<file path="src/rtl/serial_frame_arbiter_pkg.sv">
// Shared types and default parameter values for the serial frame arbiter.
// The frame FSM state encoding lives here so every file agrees on it.
package serial_arb_pkg;

  typedef enum logic [1:0] {
    IDLE,
    SHIFT,
    LATCH,
    GAP
  } state_t;

  localparam int DEF_N_REQ      = 4;
  localparam int DEF_WIDTH      = 8;
  localparam int DEF_GAP_CYCLES = 2;
  localparam int GAP_CNT_W      = 4;

endpackage

</file>
<file path="src/rtl/serial_frame_arbiter_if.sv">
// Request/data bus between the requesters (master) and the serial frame arbiter (slave).
// Widths follow the arbiter's N_REQ and WIDTH parameters.
interface serial_frame_arbiter_if
  import serial_arb_pkg::*;
#(
  parameter int N_REQ = DEF_N_REQ,
  parameter int WIDTH = DEF_WIDTH
);

  logic [N_REQ-1:0]         i_req;
  logic [N_REQ*WIDTH-1:0]   i_data;
  logic [N_REQ-1:0]         o_ack;
  logic [$clog2(N_REQ)-1:0] o_src;
  logic                     o_busy;
  logic                     o_serial_data;
  logic                     o_latch;

  modport master (
    output i_req, i_data,
    input  o_ack, o_src, o_busy, o_serial_data, o_latch
  );

  modport slave (
    input  i_req, i_data,
    output o_ack, o_src, o_busy, o_serial_data, o_latch
  );

endinterface

</file>
<file path="src/rtl/serial_frame_arbiter_rr_arbiter.sv">
// Round-robin selector: picks the first requester at or after last_grant+1.
// Only the last_grant register is sequential; the selection itself is combinational.
module rr_arbiter
  import serial_arb_pkg::*;
#(
  parameter int N_REQ = DEF_N_REQ
) (
  input  logic                     o_serial_clk,
  input  logic                     i_reset_n,
  input  logic [N_REQ-1:0]         i_req,
  input  logic                     i_update,
  output logic [$clog2(N_REQ)-1:0] o_grant,
  output logic                     o_valid
);

  localparam int IDX_W = $clog2(N_REQ);

  logic [IDX_W-1:0] r_last_grant;

  // Reset to the highest index so requester 0 wins the first arbitration.
  always_ff @(posedge o_serial_clk) begin
    // NOTE: non-blocking assignments keep every register sampling pre-edge values.
    if (!i_reset_n) begin
      r_last_grant <= IDX_W'(N_REQ - 1);
    end else if (i_update) begin
      r_last_grant <= o_grant;
    end
  end

  always_comb begin
    // NOTE: defaults first so no path through the loop leaves an output unassigned (no latch).
    o_grant = '0;
    o_valid = 1'b0;
    for (int i = 1; i <= N_REQ; i++) begin
      if (!o_valid && i_req[IDX_W'((int'(r_last_grant) + i) % N_REQ)]) begin
        o_valid = 1'b1;
        o_grant = IDX_W'((int'(r_last_grant) + i) % N_REQ);
      end
    end
  end

endmodule

</file>
<file path="src/rtl/serial_frame_arbiter.sv">
// Serialises one requester's word per frame, MSB first, followed by a latch pulse and an idle gap.
// Requesters are served round-robin; the frame is IDLE -> SHIFT -> LATCH -> GAP -> IDLE.
module serial_frame_arbiter
  import serial_arb_pkg::*;
#(
  parameter int N_REQ      = DEF_N_REQ,
  parameter int WIDTH      = DEF_WIDTH,
  parameter int GAP_CYCLES = DEF_GAP_CYCLES
) (
  input  logic                  o_serial_clk,
  input  logic                  i_reset_n,
  serial_frame_arbiter_if.slave bus
);

  localparam int IDX_W = $clog2(N_REQ);
  localparam int CNT_W = $clog2(WIDTH);

  state_t             r_state;
  state_t             w_next_state;
  logic [WIDTH-1:0]   r_shift;
  logic [CNT_W-1:0]   r_bit_cnt;
  logic [GAP_CNT_W-1:0] r_gap_cnt;
  logic [N_REQ-1:0]   r_ack;
  logic [IDX_W-1:0]   r_src;

  logic [IDX_W-1:0]   w_grant;
  logic               w_valid;
  logic               w_capture;
  logic               w_busy;
  logic               w_serial_data;
  logic               w_latch;

  assign w_capture = (r_state == IDLE) && w_valid;

  rr_arbiter #(
    .N_REQ (N_REQ)
  ) u_rr_arbiter (
    .o_serial_clk (o_serial_clk),
    .i_reset_n    (i_reset_n),
    .i_req        (bus.i_req),
    .i_update     (w_capture),
    .o_grant      (w_grant),
    .o_valid      (w_valid)
  );

  always_ff @(posedge o_serial_clk) begin
    if (!i_reset_n) begin
      r_state <= IDLE;
    end else begin
      r_state <= w_next_state;
    end
  end

  always_comb begin
    w_next_state  = r_state;
    w_busy        = 1'b1;
    w_serial_data = 1'b0;
    w_latch       = 1'b0;
    unique case (r_state)
      IDLE: begin
        w_busy = 1'b0;
        if (w_valid) w_next_state = SHIFT;
      end
      SHIFT: begin
        w_serial_data = r_shift[WIDTH-1];
        if (r_bit_cnt == '0) w_next_state = LATCH;
      end
      LATCH: begin
        w_latch      = 1'b1;
        w_next_state = (GAP_CYCLES == 0) ? IDLE : GAP;
      end
      GAP: begin
        // The counter holds the number of gap cycles still to run, this one included.
        if (r_gap_cnt <= GAP_CNT_W'(1)) w_next_state = IDLE;
      end
      default: w_next_state = IDLE;
    endcase
  end

  always_ff @(posedge o_serial_clk) begin
    if (!i_reset_n) begin
      r_shift   <= '0;
      r_bit_cnt <= '0;
      r_gap_cnt <= '0;
      r_ack     <= '0;
      r_src     <= '0;
    end else begin
      r_ack <= '0;
      unique case (r_state)
        IDLE: begin
          if (w_valid) begin
            r_shift   <= bus.i_data[w_grant*WIDTH +: WIDTH];
            r_src     <= w_grant;
            r_bit_cnt <= CNT_W'(WIDTH - 1);
            r_ack     <= N_REQ'(1) << w_grant;
          end
        end
        SHIFT: begin
          r_shift <= {r_shift[WIDTH-2:0], 1'b0};
          if (r_bit_cnt != '0) r_bit_cnt <= r_bit_cnt - CNT_W'(1);
        end
        LATCH: begin
          r_gap_cnt <= GAP_CNT_W'(GAP_CYCLES);
        end
        GAP: begin
          if (r_gap_cnt != '0) r_gap_cnt <= r_gap_cnt - GAP_CNT_W'(1);
        end
        default: ;
      endcase
    end
  end

  assign bus.o_ack         = r_ack;
  assign bus.o_src         = r_src;
  assign bus.o_busy        = w_busy;
  assign bus.o_serial_data = w_serial_data;
  assign bus.o_latch       = w_latch;

endmodule

</file>
<file path="src/flat_wrapper.sv">
// flat-port wrapper written by rule: the top's interface ports become plain ports
module serial_frame_arbiter_flat import serial_arb_pkg::*;
#(
  parameter int N_REQ      = DEF_N_REQ,
  parameter int WIDTH      = DEF_WIDTH,
  parameter int GAP_CYCLES = DEF_GAP_CYCLES
)
  (o_serial_clk, i_reset_n, bus_i_req, bus_i_data, bus_o_ack, bus_o_src, bus_o_busy, bus_o_serial_data, bus_o_latch);
  serial_frame_arbiter_if #(.N_REQ(N_REQ), .WIDTH(WIDTH)) bus_i ();
  input  logic o_serial_clk;
  input  logic i_reset_n;
  input wire logic [$bits(bus_i.i_req)-1:0] bus_i_req;
  input wire logic [$bits(bus_i.i_data)-1:0] bus_i_data;
  output wire logic [$bits(bus_i.o_ack)-1:0] bus_o_ack;
  output wire logic [$bits(bus_i.o_src)-1:0] bus_o_src;
  output wire logic [$bits(bus_i.o_busy)-1:0] bus_o_busy;
  output wire logic [$bits(bus_i.o_serial_data)-1:0] bus_o_serial_data;
  output wire logic [$bits(bus_i.o_latch)-1:0] bus_o_latch;
  assign bus_i.i_req = bus_i_req;
  assign bus_i.i_data = bus_i_data;
  assign bus_o_ack = bus_i.o_ack;
  assign bus_o_src = bus_i.o_src;
  assign bus_o_busy = bus_i.o_busy;
  assign bus_o_serial_data = bus_i.o_serial_data;
  assign bus_o_latch = bus_i.o_latch;
  serial_frame_arbiter #(.N_REQ(N_REQ), .WIDTH(WIDTH), .GAP_CYCLES(GAP_CYCLES)) u_core (.o_serial_clk(o_serial_clk), .i_reset_n(i_reset_n), .bus(bus_i));
endmodule
</file>
<file path="config.mk">
export PLATFORM = sky130hd
export DESIGN_NAME = serial_frame_arbiter_flat
export DESIGN_NICKNAME = d
export VERILOG_FILES = /design/src/rtl/serial_frame_arbiter_pkg.sv /design/src/rtl/serial_frame_arbiter_if.sv /design/src/rtl/serial_frame_arbiter_rr_arbiter.sv /design/src/rtl/serial_frame_arbiter.sv /design/src/flat_wrapper.sv
export SDC_FILE = /design/constraint.sdc
export NUM_CORES = 1
export LEC_CHECK = 0
export ABC_AREA = 1
export CORE_ASPECT_RATIO = 0.8
export CORE_MARGIN = 3
export CORE_UTILIZATION = 48
export DETAILED_ROUTE_END_ITERATION = 10
export HOLD_SLACK_MARGIN = 0.12
export PLACE_DENSITY = 0.91
export REMOVE_ABC_BUFFERS = 1
export SYNTH_ARGS = -nofsm -noshare
export SYNTH_HDL_FRONTEND = slang
export SYNTH_SLANG_ARGS = --single-unit
</file>
<file path="constraint.sdc">
create_clock -name o_serial_clk -period 1.92 [get_ports o_serial_clk]
set_input_delay 0.192 -clock o_serial_clk [delete_from_list [all_inputs] [get_ports o_serial_clk]]
set_output_delay 0.192 -clock o_serial_clk [all_outputs]
set_load 0.02 [all_outputs]
</file>
==> results.py, run 1 <==
metrics = {
    "synth": {
        "ys_ff_latch": 25,
        "synth_cell_types": 28,
        "synthCells": 245,
        "synthesis.area_sq_mm": 0.00170,
        "ys_seq_area_share_pct": 29.4,
        "avgSynthCellArea_sq_um": 6.96,
        "ys_warn_count": 0,
    },
    "worst_setup_path": {
        "crit_type": "reg -> out",
        "cp-end-kind": "output port",
        "cp_max_fo": 4,
        "reg2reg_depth": 14,
        "worstPathRequired_ns": 1.73,
        "arrival_ns": 1.62,
        "crit_path_start_kind": "register",
    },
    "sta": {
        "tightest_slew_ns": 0.364,
        "worst_clock_skew_ns": 0.00241,
        "finalCriticalPeriod_ns": 1.82,
        "final_max_slew_viol_count": 0,
        "clock.fmax_mhz": 551,
        "timing.final.crit_share_pct": 94.6,
        "setup_viol": 0,
        "setup_tns_ns": 0,
        "hold_violations": 0,
        "slew_headroom_pct": 75.7,
        "layout_setup_ws_ns": 0.104,
    },
    "grt": {
        "grt.total_usage_pct": 21.4,
        "grt_pass1_vias": 1769,
        "antenna_found_initial": 0,
        "grt_max_degree": 20,
        "grt_first_pass_wirelength_mm": 7.41,
        "overflow": 0,
    },
    "layout": {
        "layout-drive-gt1-share_pct": 18.8,
        "area_growth_pct": 40.8,
        "nNetsFinal": 351,
        "fin_cells": 343,
        "antenna_cells": 0,
    },
    "die": {
        "die_h_um": 59.3,
        "num_rows": 18,
        "die_width_um": 72.6,
        "start_util_pct": 52.5,
        "coreArea_sq_mm": 0.00324,
        "die_area_sq_mm": 0.00431,
        "ios": 47,
    },
    "hold_path": {
        "hold_path.class": "reg -> reg",
        "whs_path_depth": 2,
    },
    "drt": {
        "drtPass1Iterations": 4,
        "wl_per_cell_um": 12.8,
        "ant_nets": 0,
        "via_count": 1827,
        "routed_wl_mm": 4.40,
        "drc": 0,
        "viasPerCell": 5.33,
        "drt_first_iter_violations": 116,
    },
    "clocking": {
        "h-tree-depth": 1,
        "tritoncts": "done",
        "clock_latency_ns": 0.27,
        "cts_root_buf": "clkbuf_8",
        "cts_made_buffers": 3,
        "clkTransAtPathRegs_ns": 0.09,
        "clk_path_buf_depth": 2,
        "clkSinkCount": 25,
    },
    "outcome": {
        "outcome": "complete, no violations",
    },
    "power": {
        "cellPowerDensity_mw_per_mm2": 1780,
        "leakagePower_nw": 1.08,
        "power_mw": 4.28,
        "worst_ir_drop_vdd_v": 0.00100,
    },
    "placement": {
        "numPortBuffers": 46,
        "place_ws_ns": -0.108,
        "gp_congestion": 0.905,
        "place_inst": 336,
        "hpwl_mm": 3.32,
    },
    "flow_run": {
        "maxCapViolations": 0,
    },
}
==> state kept, by name (all words and copies together) (netlist names) <==
register	count
u_core.r_bit_cnt	3
u_core.r_gap_cnt	4
u_core.bus.o_src	2
u_core.bus.o_ack	4
u_core.u_rr_arbiter.r_last_grant	2
u_core.r_state	2
u_core.r_shift	8
==> power by group <==
group          internal, mW  switching [mW]  total (mW)
Clock                 0.145           0.166       0.311
Combinational          1.28            1.84        3.12
Sequential            0.726           0.116       0.843
Total                  2.16            2.12        4.28
==> repair_timing <==
item	4_1_cts	5_1_grt
hold buffers	0	0
gates cloned	0	1
endpoints found under the setup margin	9	11
pin swaps	0	1
gates resized for setup	3	11
buffers inserted	0	2
==> placed cells by master (no fill, tap or decap), drive strengths merged <==
| cell type | n |
|---|---|
| clkinv | 2 |
| clkdlybuf4s50 | 44 |
| dfxtp | 25 |
| nand2 | 68 |
| dlymetal6s2s | 1 |
| ha | 9 |
| nor2 | 12 |
| a21oi | 29 |
| o21a | 1 |
| buf | 13 |
| inv | 24 |
| and3 | 2 |
| nor3 | 4 |
| clkbuf | 3 |
| a22oi | 2 |
| dlygate4sd2 | 1 |
| a211oi | 1 |
| nand4 | 1 |
| o21ai | 16 |
| nand3 | 45 |
==> Yosys cell counts <==
| master | n | share of area, % |
|---|---|---|
| nand2_4 | 1 | 0.66 |
| o21a_1 | 1 | 0.44 |
| nor2_1 | 9 | 2.0 |
| ha_1 | 9 | 6.6 |
| nand3_4 | 1 | 1.0 |
| a21oi_1 | 22 | 6.5 |
| nand2_8 | 1 | 1.2 |
| o21ai_2 | 3 | 1.5 |
| buf_8 | 2 | 1.8 |
| nor3_1 | 4 | 1.2 |
| clkinv_1 | 1 | 0.22 |
| buf_4 | 1 | 0.44 |
| a211oi_1 | 1 | 0.44 |
| o21ai_0 | 13 | 3.8 |
| inv_4 | 1 | 0.37 |
| dfxtp_1 | 25 | 29 |
| nand3_1 | 44 | 13 |
| inv_2 | 3 | 0.66 |
| nand4_1 | 1 | 0.37 |
| nand2_2 | 13 | 4.8 |
| a22oi_1 | 2 | 0.88 |
| inv_1 | 20 | 4.4 |
| buf_2 | 1 | 0.29 |
| nand2_1 | 52 | 11 |
| and3_1 | 2 | 0.73 |
| clkbuf_1 | 2 | 0.44 |
| nor2_4 | 3 | 2.0 |
| a21oi_2 | 7 | 3.6 |
==> layout make-up <==
cell class                 count  area, sq um
clock buffer                   3         41.3
clock inverter                 1         5.00
fill                         246          843
inverter                      25          101
multi-input combinational    190         1090
sequential                    25          505
tap                           40         50.0
timing repair buffer          59          609
==> cells by family after synthesis <==
kind of cell               after synthesis  synth area share (%)
DFF                                     25                  29.4
buffers and inverters                   31                  8.59
adders and majority gates                9                  6.61
AOI/OAI and AO/OA                       49                  17.2
and+or+nand+nor                        131                  38.3
==> routing by layer <==
metal	track usage [%]	share of wire (%)	up-vias
met5	0	0	-
met4	4.74	0.27	0
met3	5.93	6.0	4
met2	35.7	48	67
met1	27.6	46	810
li1	-	-	946
==> stage by stage <==
stage               hold WS [ns]  area (sq um)  util (%)
floorplan                  0.330          1650         -
global placement           0.444          2280      70.4
CTS                        0.465          2330      72.0
detailed placement         0.453          2280      70.4
global route               0.482          2400      74.0
finish                     0.461          2400      74.0
==> worst max-delay path, stage by stage (launching register included) <==
cell and delay, ns:
dfxtp_1 0.34, inv_1 0.14, ha_1 0.25, clkdlybuf4s50_1 0.63
==> worst paths after layout <==
path                                                         start                          endpoint  slack (ns)
setup / recovery                    u_core.r_state[0]$_SDFFE_PN0P_                       bus_o_latch        0.10
hold reg to reg                   u_core.r_bit_cnt[2]$_SDFFE_PN0P_  u_core.r_bit_cnt[2]$_SDFFE_PN0P_        0.46
hold / removal                    u_core.r_bit_cnt[2]$_SDFFE_PN0P_  u_core.r_bit_cnt[2]$_SDFFE_PN0P_        0.46
setup reg to reg  u_core.u_rr_arbiter.r_last_grant[0]$_SDFFE_PN1P_    u_core.r_shift[3]$_SDFFE_PN0P_        0.12
Power figures use the tool's default switching activity.
==> run 2, diff against run 1 <==
- SKIP_CTS_REPAIR_TIMING: not set -> 1
==> run 2 against run 1 <==
Clock power is essentially flat. Register-to-register slack got worse by 0.03 ns. Utilization increased by 0.35 points. Critical path type is now reg -> reg. Largest cell class unchanged.
==> results.py, run 2 (synthesized netlist as in run 1, its figures left out) <==
metrics = {
    "grt": {
        "overflow": 0,
        "grt_pass1_vias": 1780,
        "grt_first_pass_wirelength_mm": 7.41,
        "grt.total_usage_pct": 21.3,
        "grt_max_degree": 20,
        "antenna_found_initial": 0,
    },
    "die": {
        "ios": 47,
        "die_width_um": 72.6,
        "die_area_sq_mm": 0.00431,
        "start_util_pct": 52.5,
        "num_rows": 18,
        "coreArea_sq_mm": 0.00324,
        "die_h_um": 59.3,
    },
    "drt": {
        "drt_first_iter_violations": 131,
        "ant_nets": 0,
        "via_count": 1841,
        "wl_per_cell_um": 13.1,
        "drc": 0,
        "viasPerCell": 5.37,
        "routed_wl_mm": 4.51,
        "drtPass1Iterations": 4,
    },
    "outcome": {
        "outcome": "complete, no violations",
    },
    "flow_run": {
        "maxCapViolations": 0,
    },
    "placement": {
        "numPortBuffers": 46,
        "hpwl_mm": 3.32,
        "dpl_cell_area_sq_mm": 0.00228,
        "gp_congestion": 0.905,
    },
    "clocking": {
        "clk_path_buf_depth": 2,
        "cts_made_buffers": 3,
        "clock_latency_ns": 0.27,
        "clkSinkCount": 25,
        "tritoncts": "done",
        "clkTransAtPathRegs_ns": 0.09,
        "h-tree-depth": 1,
        "cts_root_buf": "clkbuf_8",
    },
    "worst_setup_path": {
        "crit_type": "reg -> reg",
        "worstPathRequired_ns": 2.08,
        "cp_slowest_cell": "dfxtp_4",
        "path_cells": "inv_4, nand2_2, nand3_1, nand2_1, nor2_4, nand3_4, nand2_2, o21ai_2, buf_4, o21ai_0, a21oi_2",
        "crit_path_start_kind": "register",
        "cp-end-kind": "register",
        "crit_path_frequent_cell": "nand2_2",
        "cp_max_fo": 8,
        "max_stage_delay_ns": 0.38,
        "arrival_ns": 1.99,
    },
    "layout": {
        "finalInstanceArea_sq_mm": 0.00241,
        "largest_reg_flops": 8,
        "antenna_cells": 0,
        "layout-drive-gt1-share_pct": 19.5,
        "final_common_cell": "nand2_1",
        "nNetsFinal": 351,
        "area_growth_pct": 41.5,
        "num-fill-cells": 245,
        "top_register": "u_core.r_shift",
        "final_cell_mix": "nand2_1, clkdlybuf4s50_1, nand3_1, dfxtp_1, a21oi_1",
    },
    "hold_path": {
        "hold_path.class": "reg -> reg",
    },
    "sta": {
        "hold_violations": 0,
        "setup_viol": 0,
        "setup_tns_ns": 0,
        "whs_ns": 0.461,
        "clock.fmax_mhz": 546,
        "final_max_slew_viol_count": 0,
        "worst_clock_skew_ns": 0.00435,
        "timing.final.crit_share_pct": 95.4,
        "finalCriticalPeriod_ns": 1.83,
        "tightest_slew_ns": 0.359,
        "slew_headroom_pct": 76.1,
    },
    "power": {
        "leakagePower_nw": 1.10,
        "worst_ir_drop_vdd_v": 0.000934,
        "cellPowerDensity_mw_per_mm2": 1800,
    },
}
==> run 2: cell count changes in the layout (fill, tap and decap cells not counted), sizes merged <==
| cell | delta |
|---|---|
| dlygate4sd2 | -1 |
| dlymetal6s2s | +1 |
==> run 2: final timing paths <==
path / slack, ns / from / to / cells after the start
worst max-delay path: 0.09 / u_core.u_rr_arbiter.r_last_grant[0]$_SDFFE_PN1P_ / u_core.r_shift[2]$_SDFFE_PN0P_ / 11
worst max register to register: 0.09 / u_core.u_rr_arbiter.r_last_grant[0]$_SDFFE_PN1P_ / u_core.r_shift[2]$_SDFFE_PN0P_ / 11
worst min-delay path: 0.46 / u_core.r_bit_cnt[2]$_SDFFE_PN0P_ / u_core.r_bit_cnt[2]$_SDFFE_PN0P_ / 2
worst min register to register: 0.46 / u_core.r_bit_cnt[2]$_SDFFE_PN0P_ / u_core.r_bit_cnt[2]$_SDFFE_PN0P_ / 2
==> run 2: where the power goes <==
part           internal [mW]  switching, mW
clock network          0.145          0.165
registers              0.726          0.114
logic                   1.31           1.88
==> run 2: routing by layer <==
layer / GRT usage, % / wire length [um] / up-vias
li1: - / - / 939
met1: 27.3 / 2000 / 815
met2: 36.0 / 2160 / 79
met3: 5.93 / 311 / 8
met4: 4.74 / 35 / 0
met5: 0 / 0 / -
==> run 2: critical path: cells and delay by family, from the launching register on <==
kind | cells | cell delay, ns
buffers and inverters | 2 | 0.28
AOI/OAI and AO/OA | 3 | 0.35
DFF | 1 | 0.38
and+or+nand+nor | 6 | 0.70
==> run 2: metrics by stage <==
stage / std cells / power (mW) / util (%) / setup slack (ns)
CTS: 340 / 4.02 / 71.9 / -0.0431
global route: 343 / 4.73 / 74.3 / -0.0583
finish: 343 / 4.34 / 74.3 / 0.0883
detailed placement: 336 / 3.69 / 70.4 / -0.108
floorplan: 239 / 2.75 / - / 0.0616
global placement: 336 / 3.59 / 70.4 / -0.0335
==> run 2: area by class of cell <==
| type | instances | area [sq um] | area share (%) |
|---|---|---|---|
| Clock buffer | 3 | 41.3 | 1.71 |
| Sequential cell | 25 | 505 | 21.0 |
| Timing Repair Buffer | 59 | 613 | 25.4 |
| Clock inverter | 1 | 5.00 | 0.208 |
| Multi-Input combinational cell | 190 | 1100 | 45.5 |
| Tap cell | 40 | 50.0 | 2.08 |
| Inverter | 25 | 98.8 | 4.10 |
